File: src/rtl/pc_pkg.sv
// rtl/pc_pkg.sv - shared types and defaults for the IF-stage fetch PC controller
package pc_pkg;

   typedef enum logic [1:0] {
      BOOT  = 2'd0,
      FETCH = 2'd1,
      PEND  = 2'd2
   } fetch_state_t;

   localparam int          DEF_WIDTH      = 32;
   localparam logic [31:0] DEF_RESET_ADDR = 32'h0000_3000;
   localparam logic [31:0] DEF_EXC_VECTOR = 32'h0000_4180;
   localparam int          DEF_INSN_BYTES = 4;

   // Instructions are word aligned: the low two address bits of a target must be zero.
   localparam int          ALIGN_BITS     = 2;

endpackage

File: src/rtl/pc_next_sel.sv
// rtl/pc_next_sel.sv - priority mux exception/redirect/sequential (optional PC_ALIGN_CHECK_EN)
module pc_next_sel
   import pc_pkg::*;
#(
   parameter int               WIDTH      = DEF_WIDTH,
   parameter logic [WIDTH-1:0] EXC_VECTOR = WIDTH'(DEF_EXC_VECTOR),
   parameter int               INSN_BYTES = DEF_INSN_BYTES
) (
   input  logic             exc_valid,
   input  logic             redirect_valid,
   input  logic [WIDTH-1:0] redirect_target,
   input  logic [WIDTH-1:0] pc,
   output logic             event_valid,
   output logic [WIDTH-1:0] event_target,
   output logic [WIDTH-1:0] pc_seq
`ifdef PC_ALIGN_CHECK_EN
   ,
   output logic             misaligned
`endif
);

   localparam logic [WIDTH-1:0] ALIGN_MASK = WIDTH'((1 << ALIGN_BITS) - 1);

   // Exception outranks redirect; the sequential address wraps modulo 2^WIDTH.
   always_comb begin
      event_valid = exc_valid | redirect_valid;
      pc_seq      = pc + WIDTH'(INSN_BYTES);
`ifdef PC_ALIGN_CHECK_EN
      misaligned  = redirect_valid & (|(redirect_target & ALIGN_MASK));
      if (exc_valid || misaligned) begin
         event_target = EXC_VECTOR;
      end else begin
         event_target = redirect_target;
      end
`else
      if (exc_valid) begin
         event_target = EXC_VECTOR;
      end else begin
         event_target = redirect_target & ~ALIGN_MASK;
      end
`endif
   end

endmodule

File: src/rtl/pc_fetch_ctrl.sv
// rtl/pc_fetch_ctrl.sv - fetch PC register with stall, redirect deferral and kill (optional PC_ALIGN_CHECK_EN)
module pc_fetch_ctrl
   import pc_pkg::*;
#(
   parameter int               WIDTH      = DEF_WIDTH,
   parameter logic [WIDTH-1:0] RESET_ADDR = WIDTH'(DEF_RESET_ADDR),
   parameter logic [WIDTH-1:0] EXC_VECTOR = WIDTH'(DEF_EXC_VECTOR),
   parameter int               INSN_BYTES = DEF_INSN_BYTES
) (
   input  logic             clock,
   input  logic             reset,
   input  logic             stall,
   input  logic             redirect_valid,
   input  logic [WIDTH-1:0] redirect_target,
   input  logic             exc_valid,
   output logic             if_req_valid,
   output logic [WIDTH-1:0] if_req_addr,
   input  logic             if_req_ready,
   output logic [WIDTH-1:0] pc,
   output logic [WIDTH-1:0] pc_plus4,
   output logic             kill
`ifdef PC_ALIGN_CHECK_EN
   ,
   output logic             misalign
`endif
);

   fetch_state_t     state, state_d;
   logic [WIDTH-1:0] pc_d, pend_addr, pend_d;
   logic             req_hold, kill_d, accept;
   logic             event_valid;
   logic [WIDTH-1:0] event_target;
`ifdef PC_ALIGN_CHECK_EN
   logic             misaligned;
`endif

   pc_next_sel #(
      .WIDTH      (WIDTH),
      .EXC_VECTOR (EXC_VECTOR),
      .INSN_BYTES (INSN_BYTES)
   ) u_next_sel (
      .exc_valid       (exc_valid),
      .redirect_valid  (redirect_valid),
      .redirect_target (redirect_target),
      .pc              (pc),
      .event_valid     (event_valid),
      .event_target    (event_target),
      .pc_seq          (pc_plus4)
`ifdef PC_ALIGN_CHECK_EN
      ,
      .misaligned      (misaligned)
`endif
   );

   // Once raised, a request is held by req_hold so stall can never withdraw it.
   assign if_req_valid = (state != BOOT) & (req_hold | ~stall);
   assign accept       = if_req_valid & if_req_ready;
   assign if_req_addr  = pc;

   // Next-state logic: redirects seen while a request is outstanding are parked in pend_addr.
   always_comb begin
      state_d = state;
      pc_d    = pc;
      pend_d  = pend_addr;
      kill_d  = 1'b0;
      case (state)
         BOOT: begin
            // Events during the single boot cycle are ignored; no request is issued.
            state_d = FETCH;
         end
         FETCH: begin
            if (event_valid) begin
               if (accept) begin
                  pc_d   = event_target;
                  kill_d = 1'b1;
               end else if (!if_req_valid) begin
                  pc_d = event_target;
               end else begin
                  pend_d  = event_target;
                  state_d = PEND;
               end
            end else if (accept) begin
               pc_d = pc_plus4;
            end
         end
         PEND: begin
            if (accept) begin
               pc_d    = event_valid ? event_target : pend_addr;
               kill_d  = 1'b1;
               state_d = FETCH;
            end else if (event_valid) begin
               pend_d = event_target;
            end
         end
         default: begin
            state_d = BOOT;
         end
      endcase
   end

   // State and datapath registers; asynchronous reset discards any parked redirect.
   always_ff @(posedge clock or posedge reset) begin
      if (reset) begin
         state     <= BOOT;
         pc        <= RESET_ADDR;
         pend_addr <= '0;
         req_hold  <= 1'b0;
         kill      <= 1'b0;
      end else begin
         state     <= state_d;
         pc        <= pc_d;
         pend_addr <= pend_d;
         req_hold  <= if_req_valid & ~if_req_ready;
         kill      <= kill_d;
      end
   end

`ifdef PC_ALIGN_CHECK_EN
   // One-cycle flag following a misaligned redirect that was turned into an exception.
   always_ff @(posedge clock or posedge reset) begin
      if (reset) begin
         misalign <= 1'b0;
      end else begin
         misalign <= (state != BOOT) & misaligned;
      end
   end
`endif

endmodule

File: config.mk
export PLATFORM = sky130hd
export DESIGN_NAME = pc_fetch_ctrl
export DESIGN_NICKNAME = d
export VERILOG_FILES = /design/src/rtl/pc_pkg.sv /design/src/rtl/pc_next_sel.sv /design/src/rtl/pc_fetch_ctrl.sv
export SDC_FILE = /design/constraint.sdc
export NUM_CORES = 1
export LEC_CHECK = 0
export CORE_UTILIZATION = 45
export DETAILED_ROUTE_END_ITERATION = 6
export PLACE_DENSITY_LB_ADDON = 0.08
export SYNTH_ARGS = -nofsm -noshare
export SYNTH_HDL_FRONTEND = slang
export SYNTH_SLANG_ARGS = --single-unit
File: constraint.sdc
create_clock -name clock -period 3.75 [get_ports clock]
set_clock_uncertainty 0.05 [all_clocks]
set_input_delay 0.75 -clock clock [delete_from_list [all_inputs] [get_ports clock]]
set_output_delay 0.75 -clock clock [all_outputs]
set_load 0.1 [all_outputs]
==> results_dict.tcl <==
set metrics [dict create \
    outcome "complete, no violations" \
    grt_pass1_vias 4145 \
    grt-ovfl-total 0 \
    critPathArrivalTime_ns 2.73 \
    post_cts_resized 0 \
    clk_path_buf_depth 2 \
    finalSetupViolCount 0 \
    synth_fp_nets 540 \
    max-cap-violations 0 \
    path_cells "ha_1 > nand3_1 > nor3_1 > buf_4 > nand2_1 > or4_1 > o21ai_1 > buf_12" \
    ant_nets 0 \
    path_max_fanout 9 \
    drive_gt1_frac 0.237 \
    cts.clk_slew.worst_paths_ns 0.08 \
    clock.fmax_ghz 0.283 \
    crit_family "simple AND/OR/NAND/NOR gates" \
    rsz0062_at_grt "false" \
    synthCells 498 \
    diodes 0 \
    numCtsBuffers 9 \
    synth_area_um2 4470 \
    die_h_um 102 \
    synth_edf_count 0 \
    placementRows 36 \
    io_buffers 133 \
    syn_to_final_growth_pct 38.8 \
    ctsRootBufferMaster "clkbuf_8" \
    first_pass_iters 5 \
    ys_seq_elements 68 \
    endpoint_kind "output pin" \
    hpwl_um 9500 \
    fin_util 0.640 \
    holdWs_ns 0.450 \
    start_kind "flip-flop" \
    drt_iter0_markers 230 \
    cts_sinks 68 \
    routed-via-count 4307 \
    hold_path_class "reg -> reg" \
    layout.nets 638 \
    most-common-layout-cells "buf_4, clkdlybuf4s50_1, dfrtp_1" \
    synth_cell_types 61 \
    drc 0 \
    seq_area_um2 1700 \
    avgRoutedWirePerCell_um 18.4 \
    place.gp.congestion 0.883 \
    cts_hold_buf 0 \
    slowest_delay_ns 0.50 \
    multiInputGateArea_um2 2580 \
    crit_slowest_cell "dfrtp_1" \
    synth_ff_type "dfrtp_1" \
    avgViaCountPerCell 5.88 \
    hold_violations 0 \
    avgSynthCellArea_um2 8.97 \
    grt_pass1_wl_um 21400 \
    cts_tree "yes" \
    drv_slew 0 \
    timing.final.crit_share 0.942 \
    setup_slack_ns 0.218 \
    synth_warnings 0 \
    crit_type "reg -> out" \
    yosysTopAreaCell "dfrtp_1" \
    final_common_cell "buf_4" \
    post-place-ws_ns 0.607 \
    htree_num_levels 3 \
    pin_count 136 \
    yosysTopAreaCellShare 0.370 \
    postSynth.asyncResetShare 1.00 \
    crit_buf_inv 2 \
    wirelength_um 13500 \
    fin_setup_tns_ns 0 \
    fp.dieArea_um2 10300 \
    cp.required_ns 2.95 \
    final.fill_count 802 \
    clk_latency_ns 0.36 \
    worst_pin_slew_ns 0.976 \
    ys_seq_area_frac 0.381 \
    grt.total_usage 0.271 \
    final.min_clock_period_ns 3.53 \
    initial_core_util 0.461 \
    synth_area_leaders "dfrtp_1, a22o_1, buf_4, a21oi_1, nor2_1" \
    grt_max_degree 69 \
    antenna_found_initial 0 \
    postCtsSetupBuffers 0 \
    coreArea_um2 9680 \
    die_w_um 102 \
    max_slew_margin 0.347 \
]
layout make-up:
class	instances	share of cell area
sequential	68	0.275
inverter	17	0.0103
clock inverter	2	0.00565
multi-input combinational	344	0.416
tap	133	0.0268
timing repair buffer	156	0.243
clock buffer	13	0.0240
stage by stage:
| stage | cell area (um2) | instances |
|---|---|---|
| after global routing | 6200 | 733 |
| final | 6200 | 733 |
| after global placement | 6020 | 718 |
| after detailed placement | 6020 | 718 |
| after floorplan | 4740 | 498 |
| after CTS | 6200 | 733 |
worst paths after layout:
check                               start       endpoint  slack (ns)  cells past startpoint
max                        if_req_addr[2]   pc_plus4[30]        0.22                      8
min                          pend_addr[1]   pend_addr[1]        0.45                      1
max reg2reg                      state[0]  pend_addr[16]        1.12                      7
min in group asynchronous           reset  pend_addr[13]        0.92                      3
max in group asynchronous           reset  pend_addr[28]        2.13                      3
min reg2reg                  pend_addr[1]   pend_addr[1]        0.45                      1
per-layer routing:
layer	wire, um	global-route usage	up-vias
met2	6380	0.427	174
met5	0	0	-
met3	758	0.0380	19
met1	6040	0.372	2126
met4	274	0.122	0
li1	-	-	1988
synthesized netlist by cell type (11+ instances only):
cell type  instances
xor2_1            12
a22oi_1           16
xnor2_1           15
nor2_1            41
inv_1             17
dfrtp_1           66
a21oi_1           31
buf_2             13
buf_4             35
mux2i_1           11
o21ai_0           29
nand2_1           30
a22o_1            34
clkbuf_1          19
registers in the layout, summed over array words and instances, names as in the netlist:
register,cells
if_req_addr,32
kill,1
pend_addr,32
req_hold,1
state,2
kinds of logic after synthesis:
kind of cell / count (synthesis) / synth area share
xor+xnor: 27 / 0.0529
mux: 12 / 0.0272
simple gates: 144 / 0.170
compound gates: 157 / 0.252
flops: 68 / 0.381
fa+ha+maj: 4 / 0.0112
buf+inv: 86 / 0.105
Power is left out: the tool's default activity adds up to more than one toggle a clock period on the data nets, which glitch-free logic cannot reach.
==> RTL change 1: new RTL, same settings <==
`pend_addr` no longer has a reset.
--- a/src/rtl/pc_fetch_ctrl.sv
+++ b/src/rtl/pc_fetch_ctrl.sv
@@ -104,5 +104,4 @@
          state     <= BOOT;
          pc        <= RESET_ADDR;
-         pend_addr <= '0;
          req_hold  <= 1'b0;
          kill      <= 1'b0;
@@ -110,8 +109,11 @@
          state     <= state_d;
          pc        <= pc_d;
-         pend_addr <= pend_d;
          req_hold  <= if_req_valid & ~if_req_ready;
          kill      <= kill_d;
       end
+   end
+
+   always_ff @(posedge clock) begin
+      pend_addr <= pend_d;
    end
 
Behaviour: no difference found for any inputs over 4 cycles, from zero or initial values and one cycle with reset high; that may be too few to reach the edited logic, so the function may still have changed.
==> RTL change 1 against the unedited design <==
  * Synthesized cell count increased by 3.6%
  * Die area down 0.36%
  * Design area is 1.1% higher
  * Setup slack got worse by 24 ps
  * Synthesized area fell by 0.36%
  * Sequential cell count is the same
  * Routed wire length down 6.8%
  * Core utilization up 2.6 points
  * Global-route usage is 1.9 points lower
  * Cell count grew 0.68%
  * Maximum frequency is 0.67% lower
  * Highest routed layer unchanged
Power is left out: the tool's default activity adds up to more than one toggle a clock period on the data nets, which glitch-free logic cannot reach.
==> RTL change 1: results (changes against the unedited design) <==
vias in the first global route 3873 (-6.6%); Synth area leaders edfxtp_1 22%, dfrtp_1 19%, a21oi_1 7.3%; synth cell count leaders 84 x nand2_1, 65 x a21oi_1, 34 x buf_4, 34 x dfrtp_1, 32 x edfxtp_1; RR Startpoint state[0]; Avg WL per Cell 17.0 um (-7.4%); crit path DAT 2760 ps (+30 ps); hold_sp if_req_addr[13]; critical-path maximum fanout 7 (-2); pre-CTS WS 579 ps (-28.3 ps); DRT iter0 DRCs 337 (+47%); met3 Use GR 4.69% (+0.90 points); sequential cell area fraction in the yosys report 41.9% (+3.7 points); met2 Usage GRT 39.3% (-3.4 points); first drt pass iteration count 6 (+1); relative slew slack 32.0% (-2.8 points); first-pass GRT wire length 19800 um (-7.6%); Total GRT Usage 25.2% (-1.9 points); Nets 646 (+1.3%); Async SR Flop Fraction 52.9% (-47 points); status completed; antenna diode count 0 (unchanged); CTS-repair resized insts 0 (unchanged); met1 usage 34.6% (-2.6 points); Hold Crit Depth 2 (+1); post-synthesis mux area share 0.899% (-1.8 points); Setup Fix Bufs, Post-CTS 0 (unchanged); syn nets 558 (+3.3%); Synth Area in XOR/XNOR 5.51% (+0.22 points); number of synthesized flops with an enable pin 32 (+32); CP Launch Point if_req_addr[12]; Root Driver clkbuf_8; antenna violations before repair 0 (unchanged); Adder-Cell Fraction of Synth Area 1.12% (+0.0041 points); Critical Path Max Stage Delay 710 ps (+210 ps); DP HPWL 9060 um (-4.7%); largest net degree at the start of global routing 55 (-20%); post-synth cell types 48 (-21%); setup_tns 0 ps (unchanged); post-synthesis cell count 516 (+3.6%); gpl congestion 0.887 (+0.45%); number of cells after detailed placement 722 (+0.56%); Synth Area in Compound Gates 21.8% (-3.3 points); Vias per Instance 5.70 (-3.0%); non-filler cells, final 738 (+0.68%); share of cells above drive strength 1 18.1% (-5.6 points); placed cell areas 6060 um^2 (+0.62%); cell family with most CP delay simple AND/OR/NAND/NOR gates; YS warnings 0 (unchanged); slowest library cell on the worst path or4_1
[RTL change 1: path summary, 6_finish.rpt]
kind,to,slack (ps)
max,pc_plus4[21],190
min reg2reg,if_req_addr[13],510
min in group asynchronous,req_hold,770
max reg2reg,if_req_addr[8],910
min,if_req_addr[13],510
max in group asynchronous,if_req_addr[2],2530
[RTL change 1: cell type report]
cell class,count,area [um^2]
tap,129,161
inverter,22,82.6
timing repair buffer,146,1520
clock buffer,9,124
multi-input combinational,357,2420
sequential,68,1870
fill,758,3140
clock inverter,7,91.3
[RTL change 1: layer usage]
layer / routed length (um) / up-vias
met5: 0 / -
met4: 300 / 0
met3: 836 / 27
met2: 5860 / 157
met1: 5540 / 2042
li1: - / 1980
[RTL change 1: kinds of logic (layout without fill, tap and decap cells)]
group / after synthesis / in the layout
buffers and inverters: 91 / 184
XOR/XNOR: 28 / 28
AO/OA/AOI/OAI: 155 / 155
AND/OR/NAND/NOR: 166 / 166
flip-flops: 68 / 68
adder cells (fa/ha/maj): 4 / 4
multiplexers: 4 / 4
==> RTL change 2: new RTL, same flow settings <==
Without the edit above. Build with the macro `PC_ALIGN_CHECK_EN` defined.
--- a/src/rtl/pc_next_sel.sv
+++ b/src/rtl/pc_next_sel.sv
@@ -1,3 +1,5 @@
 // rtl/pc_next_sel.sv - priority mux exception/redirect/sequential (optional PC_ALIGN_CHECK_EN)
+`define PC_ALIGN_CHECK_EN
+
 module pc_next_sel
    import pc_pkg::*;
Check against the original RTL (old outputs only; new: misalign): not equivalent (a bounded check fails within 4 cycles, from zero or initial values and one cycle with reset high).
==> RTL change 2 against the unedited design <==
  * Design area is 2.1% lower
  * Sequential cell count is 1 higher
  * Hold slack better by 10 ps
  * Sequential share of layout area is 1.1 points higher
  * Synthesized area is 5.3% lower
  * Routed wire length is 8.6% lower
  * Setup slack better by 72 ps
  * Critical path type unchanged
  * Critical endpoint is now pc_plus4[16]
  * Largest cell class unchanged
  * Highest routed layer unchanged
Power is not shown: default switching activity piles up to over one toggle a cycle in this logic, so the estimate is an artifact.
==> RTL change 2: results (changes against the unedited design) <==
status completed; post-synth cell types 56 (-8.2%); share of cells above drive strength 1 22.3% (-1.4 points); crit path DAT 2660 ps (-70 ps); port bufs 136 (+2.3%); CTS Buf Count 9 (unchanged); met3 Use GR 3.69% (-0.11 points); vias in the first global route 3741 (-9.7%); met1 usage 36.0% (-1.3 points); synth cell count leaders 67 x dfrtp_1, 38 x buf_4, 35 x nor2_1; Nets 580 (-9.1%); Synth Flop Type dfrtp_1; Met2 Wirelength 5910 um (-7.4%); antenna violations before repair 0 (unchanged); gpl congestion 0.913 (+3.5%); Root Driver clkbuf_8; Worst-Margin Slew 1000 ps (+24.3 ps); routed via count 3889 (-9.7%); DP HPWL 8260 um (-13%); Setup Fix Bufs, Post-CTS 0 (unchanged); Critical Path Max Stage Delay 600 ps (+100 ps); Synth area leaders dfrtp_1 40%, a22o_1 6.8%, buf_4 6.7%; antenna diode count 0 (unchanged); critical-path maximum fanout 7 (-2); Total GRT Usage 25.6% (-1.5 points); top layer in use met4; CTS-repair resized insts 0 (unchanged); first-pass GRT wire length 19600 um (-8.6%); fillers 763 (-4.9%); YS warnings 0 (unchanged); total wire length 12300 um (-8.6%); first drt pass iteration count 5 (unchanged); worst-skew pair later-pin latency 340 ps (-20 ps); largest net degree at the start of global routing 40 (-42%); syn nets 477 (-12%); Slew Limit Fails 0 (unchanged); HP Class flop to flop; DRT iter0 DRCs 283 (+23%); clk slew on worst S/H paths 80 ps (about the same); met2 Usage GRT 41.4% (-1.3 points); WL met1 5490 um (-9.1%); slowest library cell on the worst path or4_1; cell family with most CP delay simple AND/OR/NAND/NOR gates; sequential cell area fraction in the yosys report 40.9% (+2.7 points); Async SR Flop Fraction 100% (unchanged); Clock Path Buffers 2 (unchanged); H-tree level count 3 (unchanged); met3 WL 752 um (-0.79%)
==> RTL change 2: worst register-to-register path, delay by kind of cell, from the launching register on <==
kind            cells  cell delay, ps
fa+ha+maj           1             190
compound gates      4            1200
buf+inv             3             660
flops               1             380
==> RTL change 2: final timing paths <==
kind,start,to,slack [ps],cells past startpoint
worst min register to register,pend_addr[23],pend_addr[23],460,1
worst max-delay path,if_req_addr[3],pc_plus4[16],290,6
worst max register to register,state[0],if_req_addr[14],1150,8
min in group asynchronous,reset,if_req_addr[1],790,2
worst min-delay path,pend_addr[23],pend_addr[23],460,1
max in group asynchronous,reset,if_req_addr[12],2170,3
==> RTL change 2: cell type report <==
type                            instances  area [um^2]  share of cell area, %
Sequential cell                        69         1740                   28.6
Clock inverter                          3         42.5                  0.700
Inverter                               16         60.1                  0.989
Multi-Input combinational cell        291         2310                   38.0
Timing Repair Buffer                  151         1620                   26.7
Tap cell                              111          139                   2.29
Clock buffer                           13          169                   2.78
==> RTL change 2: through the flow <==
stage / cells / setup slack (ps) / utilization [%] / cell area [um^2]
5_1_grt: 654 / 149 / 66.4 / 6070
3_5_place_dp: 638 / 670 / 64.1 / 5860
2_1_floorplan: 435 / -190 / - / 4460
3_3_place_gp: 638 / 745 / 64.1 / 5860
4_1_cts: 654 / 285 / 66.4 / 6070
6_report: 654 / 291 / 66.4 / 6070
==> RTL change 2: cell families after synthesis <==
group	count (synthesis)	share of synthesized area, %
AO/OA/AOI/OAI	137	24.3
XOR/XNOR	28	5.80
adder cells (fa/ha/maj)	4	1.18
buffers and inverters	75	10.1
flip-flops	69	40.9
multiplexers	12	3.02
AND/OR/NAND/NOR	110	14.7
